[src/rtl/pmem_line_responder_if.sv]
// Bundles the L1-facing pmem_* line handshake and the 64-bit burst memory port.
// slave: the responder's view; master: the cache/memory environment's view.
interface pmem_line_responder_if #(
  parameter int unsigned LINE_W = 256,
  parameter int unsigned BEAT_W = 64,
  parameter int unsigned ADDR_W = 32
);
  logic              pmem_read;
  logic              pmem_write;
  logic [ADDR_W-1:0] pmem_address;
  logic [LINE_W-1:0] pmem_wdata;
  logic [LINE_W-1:0] pmem_rdata;
  logic              pmem_resp;
  logic              burst_read;
  logic              burst_write;
  logic [ADDR_W-1:0] burst_address;
  logic [BEAT_W-1:0] burst_wdata;
  logic [BEAT_W-1:0] burst_rdata;
  logic              burst_resp;

  modport slave (
    input  pmem_read, pmem_write, pmem_address, pmem_wdata, burst_rdata, burst_resp,
    output pmem_rdata, pmem_resp, burst_read, burst_write, burst_address, burst_wdata
  );

  modport master (
    output pmem_read, pmem_write, pmem_address, pmem_wdata, burst_rdata, burst_resp,
    input  pmem_rdata, pmem_resp, burst_read, burst_write, burst_address, burst_wdata
  );
endinterface

[src/rtl/pmem_line_responder.sv]
// Converts one 256-bit line read/write request into a four-beat 64-bit burst.
// Optional PMEM_LINE_STATS_EN adds stats_clear/read_count/write_count counters.
module pmem_line_responder #(
  parameter int unsigned LINE_W = 256,
  parameter int unsigned BEAT_W = 64,
  parameter int unsigned ADDR_W = 32
) (
  input  logic clk,
  input  logic rst_n,
`ifdef PMEM_LINE_STATS_EN
  input  logic        stats_clear,
  output logic [31:0] read_count,
  output logic [31:0] write_count,
`endif
  pmem_line_responder_if.slave bus
);

  localparam int unsigned NBEATS = LINE_W / BEAT_W;
  localparam int unsigned CNT_W  = $clog2(NBEATS);

  // Clears the byte-offset bits so the burst address is line aligned.
  localparam logic [ADDR_W-1:0] ALIGN_MASK = ~ADDR_W'(LINE_W/8 - 1);

  typedef enum logic [1:0] {
    IDLE,
    READ_BURST,
    WRITE_BURST,
    DONE
  } state_e;

  state_e            state_q, state_d;
  logic [CNT_W-1:0]  cnt_q, cnt_d;
  logic [LINE_W-1:0] line_q, line_d;
  logic [ADDR_W-1:0] addr_q, addr_d;
  logic              op_wr_q, op_wr_d;

  always_ff @(posedge clk or negedge rst_n) begin
    if (!rst_n) begin
      state_q <= IDLE;
      cnt_q   <= '0;
      line_q  <= '0;
      addr_q  <= '0;
      op_wr_q <= 1'b0;
    end else begin
      state_q <= state_d;
      cnt_q   <= cnt_d;
      line_q  <= line_d;
      addr_q  <= addr_d;
      op_wr_q <= op_wr_d;
    end
  end

  always_comb begin
    state_d = state_q;
    cnt_d   = cnt_q;
    line_d  = line_q;
    addr_d  = addr_q;
    op_wr_d = op_wr_q;
    case (state_q)
      IDLE: begin
        if (bus.pmem_read) begin
          addr_d  = bus.pmem_address & ALIGN_MASK;
          op_wr_d = 1'b0;
          state_d = READ_BURST;
        end else if (bus.pmem_write) begin
          addr_d  = bus.pmem_address & ALIGN_MASK;
          line_d  = bus.pmem_wdata;
          op_wr_d = 1'b1;
          state_d = WRITE_BURST;
        end
      end
      READ_BURST: begin
        if (bus.burst_resp) begin
          line_d[BEAT_W*int'(cnt_q) +: BEAT_W] = bus.burst_rdata;
          cnt_d = cnt_q + CNT_W'(1);
          if (cnt_q == CNT_W'(NBEATS-1)) state_d = DONE;
        end
      end
      WRITE_BURST: begin
        if (bus.burst_resp) begin
          cnt_d = cnt_q + CNT_W'(1);
          if (cnt_q == CNT_W'(NBEATS-1)) state_d = DONE;
        end
      end
      DONE:    state_d = IDLE;
      default: state_d = IDLE;
    endcase
  end

  // Burst strobes decode from state alone so an async reset drops them at once.
  assign bus.burst_read    = (state_q == READ_BURST);
  assign bus.burst_write   = (state_q == WRITE_BURST);
  assign bus.burst_address = addr_q;
  assign bus.burst_wdata   = (state_q == WRITE_BURST) ? line_q[BEAT_W*int'(cnt_q) +: BEAT_W] : '0;
  assign bus.pmem_resp     = (state_q == DONE);
  assign bus.pmem_rdata    = line_q;

`ifdef PMEM_LINE_STATS_EN
  logic [31:0] read_count_q, read_count_d;
  logic [31:0] write_count_q, write_count_d;

  always_ff @(posedge clk or negedge rst_n) begin
    if (!rst_n) begin
      read_count_q  <= '0;
      write_count_q <= '0;
    end else begin
      read_count_q  <= read_count_d;
      write_count_q <= write_count_d;
    end
  end

  always_comb begin
    read_count_d  = read_count_q;
    write_count_d = write_count_q;
    if (stats_clear) begin
      read_count_d  = '0;
      write_count_d = '0;
    end else if (state_q == DONE) begin
      if (op_wr_q) write_count_d = write_count_q + 32'd1;
      else         read_count_d  = read_count_q + 32'd1;
    end
  end

  assign read_count  = read_count_q;
  assign write_count = write_count_q;
`endif

endmodule

[src/flat_wrapper.sv]
// flat-port wrapper written by rule: the top's interface ports become plain ports
module pmem_line_responder_flat 
#(
  parameter int unsigned LINE_W = 256,
  parameter int unsigned BEAT_W = 64,
  parameter int unsigned ADDR_W = 32
)
  (clk, rst_n, bus_pmem_read, bus_pmem_write, bus_pmem_address, bus_pmem_wdata, bus_burst_rdata, bus_burst_resp, bus_pmem_rdata, bus_pmem_resp, bus_burst_read, bus_burst_write, bus_burst_address, bus_burst_wdata);
  pmem_line_responder_if #(.LINE_W(LINE_W), .BEAT_W(BEAT_W), .ADDR_W(ADDR_W)) bus_i ();
  input  logic clk;
  input  logic rst_n;
  input wire logic [$bits(bus_i.pmem_read)-1:0] bus_pmem_read;
  input wire logic [$bits(bus_i.pmem_write)-1:0] bus_pmem_write;
  input wire logic [$bits(bus_i.pmem_address)-1:0] bus_pmem_address;
  input wire logic [$bits(bus_i.pmem_wdata)-1:0] bus_pmem_wdata;
  input wire logic [$bits(bus_i.burst_rdata)-1:0] bus_burst_rdata;
  input wire logic [$bits(bus_i.burst_resp)-1:0] bus_burst_resp;
  output wire logic [$bits(bus_i.pmem_rdata)-1:0] bus_pmem_rdata;
  output wire logic [$bits(bus_i.pmem_resp)-1:0] bus_pmem_resp;
  output wire logic [$bits(bus_i.burst_read)-1:0] bus_burst_read;
  output wire logic [$bits(bus_i.burst_write)-1:0] bus_burst_write;
  output wire logic [$bits(bus_i.burst_address)-1:0] bus_burst_address;
  output wire logic [$bits(bus_i.burst_wdata)-1:0] bus_burst_wdata;
  assign bus_i.pmem_read = bus_pmem_read;
  assign bus_i.pmem_write = bus_pmem_write;
  assign bus_i.pmem_address = bus_pmem_address;
  assign bus_i.pmem_wdata = bus_pmem_wdata;
  assign bus_i.burst_rdata = bus_burst_rdata;
  assign bus_i.burst_resp = bus_burst_resp;
  assign bus_pmem_rdata = bus_i.pmem_rdata;
  assign bus_pmem_resp = bus_i.pmem_resp;
  assign bus_burst_read = bus_i.burst_read;
  assign bus_burst_write = bus_i.burst_write;
  assign bus_burst_address = bus_i.burst_address;
  assign bus_burst_wdata = bus_i.burst_wdata;
  pmem_line_responder #(.LINE_W(LINE_W), .BEAT_W(BEAT_W), .ADDR_W(ADDR_W)) u_core (.clk(clk), .rst_n(rst_n), .bus(bus_i));
endmodule
[config.mk]
export PLATFORM = sky130hd
export DESIGN_NAME = pmem_line_responder_flat
export DESIGN_NICKNAME = d
export VERILOG_FILES = /design/src/rtl/pmem_line_responder_if.sv /design/src/rtl/pmem_line_responder.sv /design/src/flat_wrapper.sv
export SDC_FILE = /design/constraint.sdc
export NUM_CORES = 1
export LEC_CHECK = 0
export ABC_AREA = 1
export CAP_MARGIN = 20
export CORE_AREA = 2 2 278 280
export CTS_CLUSTER_SIZE = 16
export DETAILED_ROUTE_END_ITERATION = 10
export DIE_AREA = 0 0 280 282
export GPL_TIMING_DRIVEN = 0
export HOLD_SLACK_MARGIN = 0.08
export SETUP_SLACK_MARGIN = 0.02
export SLEW_MARGIN = 20
export SYNTH_ARGS = -nofsm -noshare
export SYNTH_HDL_FRONTEND = slang
export SYNTH_SLANG_ARGS = --single-unit
[constraint.sdc]
create_clock -name clk -period 5.6 [get_ports clk]
set_input_delay 0.84 -clock clk [delete_from_list [all_inputs] [get_ports clk]]
set_output_delay 0.84 -clock clk [all_outputs]
set_load 0.05 [all_outputs]
==> results of run 1 <==
-- final timing paths --
kind / to / slack, ns / depth (start not counted)
worst max-delay path: bus_burst_wdata[2] / 1.14 / 6
worst min-delay path: u_core.bus.pmem_rdata[30]$_DFFE_PN0P_ / 0.19 / 1
worst max register to register: u_core.bus.pmem_rdata[111]$_DFFE_PN0P_ / 1.80 / 11
worst min register to register: u_core.bus.pmem_rdata[195]$_DFFE_PN0P_ / 0.50 / 2
max in group asynchronous: u_core.bus.pmem_rdata[134]$_DFFE_PN0P_ / 4.14 / 3
min in group clk: u_core.bus.pmem_rdata[195]$_DFFE_PN0P_ / 0.50 / 2
-- stage by stage --
stage          cells  worst slack, ns  power (uW)  TNS (ns)  utilization
3_3_place_gp    4464           -10.47       17820  -2991.33       0.3444
6_report        4547            1.135       20700         0       0.3644
4_1_cts         4537            1.125       20720         0       0.3640
5_1_grt         4545            1.023       21780         0       0.3643
2_1_floorplan   2785            2.653       12040         0            -
3_5_place_dp    4468            1.744       17900         0       0.3458
-- layout by cell type, fill, tap and decap left out, types with 64 or more instances in the layout --
cell type | Yosys | routed
nand2_1 | 1208 | 1208
clkdlybuf4s50_1 | 0 | 700
nor2_1 | 347 | 347
dfrtp_1 | 287 | 287
o21ai_0 | 258 | 258
nand3_1 | 197 | 197
inv_1 | 104 | 104
buf_2 | 86 | 86
clkbuf_1 | 73 | 78
a21oi_1 | 65 | 65
nand4_1 | 64 | 64
-- power by group --
| part | switching (uW) | internal [uW] |
|---|---|---|
| clock | 1080 | 1700 |
| combinational | 10100 | 3870 |
| sequential | 932 | 3020 |
-- worst reg2reg max path, delay by kind of cell, from the launching register on --
kind / cells / cell delay (ns)
buf+inv: 6 / 2.22
flops: 1 / 0.48
simple gates: 3 / 0.38
fa+ha+maj: 1 / 0.36
compound gates: 1 / 0.25
-- per-layer routing --
metal  vias up  part of all wire
li1      10276                 -
met1     10780              0.41
met2      1202              0.47
met3       219             0.077
met4         2             0.041
met5         -           0.00014
-- state kept, by name, summed over array words and instances (netlist names) --
name	flops
u_core.bus.burst_address	27
u_core.bus.pmem_rdata	256
u_core.state_q	2
u_core.cnt_q	2
-- cells by family after synthesis --
| group | Yosys count | synth area share |
|---|---|---|
| fa+ha+maj | 9 | 0.006320 |
| other cells | 1 | 0.0002105 |
| compound gates | 327 | 0.09206 |
| simple gates | 1831 | 0.4129 |
| flops | 287 | 0.4031 |
| buf+inv | 325 | 0.08490 |
| xor+xnor | 1 | 0.0004917 |
-- synthesized netlist by cell type, drive strengths merged --
library cell	count
a21oi	66
buf	142
clkbuf	73
clkinv	1
conb	1
dfrtp	287
ha	9
inv	109
nand2	1211
nand3	201
nand4	64
nor2	353
o21ai	261
or2	2
xor2	1
-- layout make-up --
type / count / area, um2 / share of cell area
Antenna cell: 10 / 25.02 / 0.0009073
Timing Repair Buffer: 705 / 7116 / 0.2580
Sequential cell: 287 / 7182 / 0.2604
Buffer: 215 / 1101 / 0.03992
Clock inverter: 11 / 186.4 / 0.006760
Inverter: 110 / 414.1 / 0.01502
Tap cell: 978 / 1224 / 0.04437
Multi-Input combinational cell: 2173 / 9143 / 0.3315
Clock buffer: 58 / 1190 / 0.04314
==> results.toml, run 1 <==
[power]
ir_drop_uv = 352.7
leakagePower_uw = 0.01327
p_per_area_nw_per_um2 = 750.4

[clocking]
htreeDepth = 2
clock_sinks = 287
cts_setup_buffers = 0
post_cts_resized = 0
cts_tree = "built"
ctsHoldBuffers = 0
cts_max_path_buffers = 3
clock_latency_ns = 0.57
clkTransAtPathRegs_ns = 0.07
cts-root-buf = "clkbuf_16"
cts_buffers = 39

[global_route]
grtUsageMet1 = 0.3524
grt_util_met2 = 0.4519
grt_pass1_wl_mm = 156.2
antenna_found_initial = 11
grt_overflow = 0
grt_pass1_vias = 21306
grt_max_degree = 87
grtUsageMet3 = 0.05486
grt_busiest_layer = "met2"
grt_usage = 0.2751

[timing]
max_freq_ghz = 0.2240
final.min_clock_period_ns = 4.465
setup_viol = 0
timing.final.crit_share = 0.7973
slew_headroom = 0.3123
worst_pin_slew_ns = 1.032
hold_ws_ns = 0.1918
skew_ns = 0.01619
rsz0062_at_grt = "no"
slew_violations = 0
hold_violations = 0

[floorplanning]
num_rows = 101
die_area_um2 = 78960
initial_core_util = 0.2354
die_width_um = 280
core_area_um2 = 75700
boundaryPins = 712
die_h_um = 282

[layout]
nFillCells = 8185
fin_area_um2 = 27580
syn2layout_area_growth_pct = 54.80
nets = 3897
drive_gt1_frac = 0.05957

[logic_synthesis]
syn_inst = 2781
yosysTopAreaCellShare = 0.4031
yosys_warnings = 0
synthesis.area_um2 = 17820
yosys-top-cells-area = "dfrtp_1 40%, nand2_1 25%, nor2_1 7.3%, o21ai_0 7.2%, nand3_1 5.5%"
yosysUniqueCellTypes = 26
synth_area_leader_cell = "dfrtp_1"
ys_ff_latch = 287
seq_area_frac_synth = 0.4031
synth.avg_cell_area_um2 = 6.407

[place]
place_hpwl_mm = 86.36
io_buffers = 701
dpl_cell_area_um2 = 26180
place_congestion = 0.9331

[routing]
vias = 22479
first_pass_iters = 8
totalWireLength_mm = 112.3
drc_errors = 0
post_drt_wl_per_cell_um = 24.70
via_per_inst = 4.944
first_iter_violations = 2230
antenna_left = 0

[setup_path]
cp_cell_sequence = "inv_2 -> buf_4 -> clkbuf_1 -> o21ai_0 -> a21oi_1 -> clkdlybuf4s50_1"
slowest_delay_ns = 0.92
arrival_ns = 3.62
cp.buffers_inverters = 4
crit_required_ns = 4.76
crit_fanout = 10
crit_slowest_cell = "clkdlybuf4s50_1"
endpoint_kind = "output pin"
r2r_start = "u_core.cnt_q[0]$_DFFE_PN0P_"
startpoint_type = "register"
path_class = "reg -> out"
critPathTopFamily = "buffers and inverters"
startpoint = "u_core.cnt_q[0]$_DFFE_PN0P_"

[outcome]
status = "finished clean"

[run]
cap_violations = 0

[worst_hold_path]
hold_path.class = "in -> async"
(Power assumes the default switching activity.)
==> inputs of run 2 (changes only) <==
CORE_AREA = 2 2 279 281   (was 2 2 278 280)
DIE_AREA = 0 0 281 283   (was 0 0 280 282)
clock period = 4.19 ns   (was 5.6 ns; I/O delays follow)
==> run 2 against run 1 <==
  * Via count shrank 0.53%
  * Sequential power is 33% higher
  * Power rose by 31%
  * Count of clock-buffer cells in the layout shrank 4
  * Final cell count increased by 1.3%
  * Critical path type unchanged
  * Critical endpoint is now bus_burst_wdata[49]
  * Largest cell class unchanged
  * Largest power group unchanged
==> results.toml, run 2 (synthesized netlist as in run 1, its figures left out) <==
[power]
leakagePower_uw = 0.01326
ir_drop_uv = 423.0
p_per_area_nw_per_um2 = 988.5

[layout]
drive_gt1_frac = 0.05824
largest_register_ffs = 256
final_common_cell = "nand2_1"
final_cell_mix = "1208 x nand2_1, 695 x clkdlybuf4s50_1, 347 x nor2_1"
nets = 3897
syn2layout_area_growth_pct = 54.15
fin_area_um2 = 27470

[timing]
slew_violations = 0
final.min_clock_period_ns = 4.100
hold_violations = 0
timing.final.crit_share = 0.9786
worst_pin_slew_ns = 0.9457
slew_headroom = 0.3695
hold_ws_ns = 0.5026
rsz0062_at_grt = "yes"
max_freq_ghz = 0.2439
tns_ns = 0
skew_ns = 0.02004
setup_viol = 0

[floorplanning]
die_width_um = 281
initial_core_util = 0.2323
num_rows = 102
die_h_um = 283
die_area_um2 = 79520
core_area_um2 = 76700
boundaryPins = 712

[setup_path]
path_class = "reg -> out"
cp.buffers_inverters = 4
critPathTopFamily = "buffers and inverters"
crit_required_ns = 3.56
endpoint_kind = "output pin"
arrival_ns = 3.47
slowest_delay_ns = 0.87
crit_fanout = 10
startpoint_type = "register"
crit_slowest_cell = "clkdlybuf4s50_1"
cp_cell_sequence = "inv_2 -> buf_4 -> buf_1 -> o21ai_0 -> a21oi_1 -> clkdlybuf4s50_1"

[clocking]
cts_tree = "built"
clock_latency_ns = 0.57
cts_max_path_buffers = 3
cts-root-buf = "clkbuf_16"
clkTransAtPathRegs_ns = 0.06
cts_setup_buffers = 0
clock_sinks = 287
cts_buffers = 38
htreeDepth = 2

[outcome]
status = "finished clean"

[global_route]
grt_max_degree = 86
grt_overflow = 0
grt_pass1_vias = 21398
antenna_found_initial = 16
grt_usage = 0.2696
grt_pass1_wl_mm = 155.2

[routing]
antenna_left = 0
first_iter_violations = 2088
vias = 22359
post_drt_wl_per_cell_um = 24.09
first_pass_iters = 6
totalWireLength_mm = 111.0
drc_errors = 0
via_per_inst = 4.854

[place]
place_congestion = 0.9868
place_hpwl_mm = 84.52
dpl_cell_area_um2 = 26260
io_buffers = 701

[worst_hold_path]
hold_path.class = "reg -> reg"

[run]
cap_violations = 0
[run 2: cell types whose count changed in the layout (fill, tap and decap cells not counted), moves of 2 or more]
cell	before	now
clkbuf_16	41	38
inv_6	0	3
diode_2	10	12
dlymetal6s2s_1	0	4
clkbuf_8	10	4
bufinv_16	5	1
clkbuf_2	2	7
clkdlybuf4s50_1	700	695
[run 2: path summary, 6_finish.rpt]
check | start | endpoint | slack (ns) | cells past startpoint
max in group asynchronous | rst_n | u_core.bus.pmem_rdata[161]$_DFFE_PN0P_ | 2.26 | 4
hold / removal | u_core.bus.pmem_rdata[64]$_DFFE_PN0P_ | u_core.bus.pmem_rdata[64]$_DFFE_PN0P_ | 0.50 | 2
setup reg to reg | u_core.cnt_q[0]$_DFFE_PN0P_ | u_core.bus.pmem_rdata[117]$_DFFE_PN0P_ | 0.46 | 11
hold reg to reg | u_core.bus.pmem_rdata[64]$_DFFE_PN0P_ | u_core.bus.pmem_rdata[64]$_DFFE_PN0P_ | 0.50 | 2
setup / recovery | u_core.cnt_q[0]$_DFFE_PN0P_ | bus_burst_wdata[49] | 0.09 | 6
min in group asynchronous | rst_n | u_core.bus.burst_address[14]$_DFFE_PN0P_ | 0.59 | 2
[run 2: area by class of cell]
class | count | area, um2
Inverter | 110 | 414.1
Fill cell | 8310 | 49240
Sequential cell | 287 | 7182
Timing Repair Buffer | 706 | 7138
Tap cell | 1040 | 1301
Clock buffer | 54 | 1051
Multi-Input combinational cell | 2173 | 9143
Clock inverter | 9 | 92.59
Buffer | 215 | 1114
Antenna cell | 12 | 30.03
[run 2: worst register-to-register path, cell delays in order, from the launching register on]
cell and delay [ns]:
dfrtp_1 0.47, inv_2 0.23, buf_4 0.36, clkbuf_2 0.39, ha_1 0.30, buf_2 0.23
nand3_1 0.24, buf_2 0.30, clkbuf_1 0.64, o21ai_0 0.27, nand3_1 0.13, nand2_1 0.05
[run 2: through the flow]
step	utilization	setup slack (ns)	total power [uW]	cells
after floorplan	-	1.454	16100	2785
after global placement	0.3409	-11.51	23720	4526
after detailed placement	0.3424	0.2032	23850	4530
after CTS	0.3575	0.02921	27150	4594
after global routing	0.3579	0.0009919	28540	4601
final	0.3581	0.08985	27150	4606
[run 2: where the power goes]
part,switching (uW),internal (uW),total [uW],leakage [uW]
logic,13500,5180,18700,0.00906
clock network,1410,1810,3220,0.000562
registers,1230,4040,5270,0.00364
[run 2: repair_timing]
action                                  in CTS  in global routing
hold buffers                                 1                  0
endpoints found under the setup margin      12                 10
gates cloned                                 0                  0
hold endpoints to repair                    57                  0
resized for setup                            6                  8
[run 2: layer usage]
metal | vias to the layer above | share of wire | track usage
met5 | - | 0.00032 | 0
met3 | 206 | 0.087 | 0.05517
met4 | 6 | 0.042 | 0.1049
li1 | 10280 | - | -
met1 | 10650 | 0.40 | 0.3381
met2 | 1217 | 0.48 | 0.4517
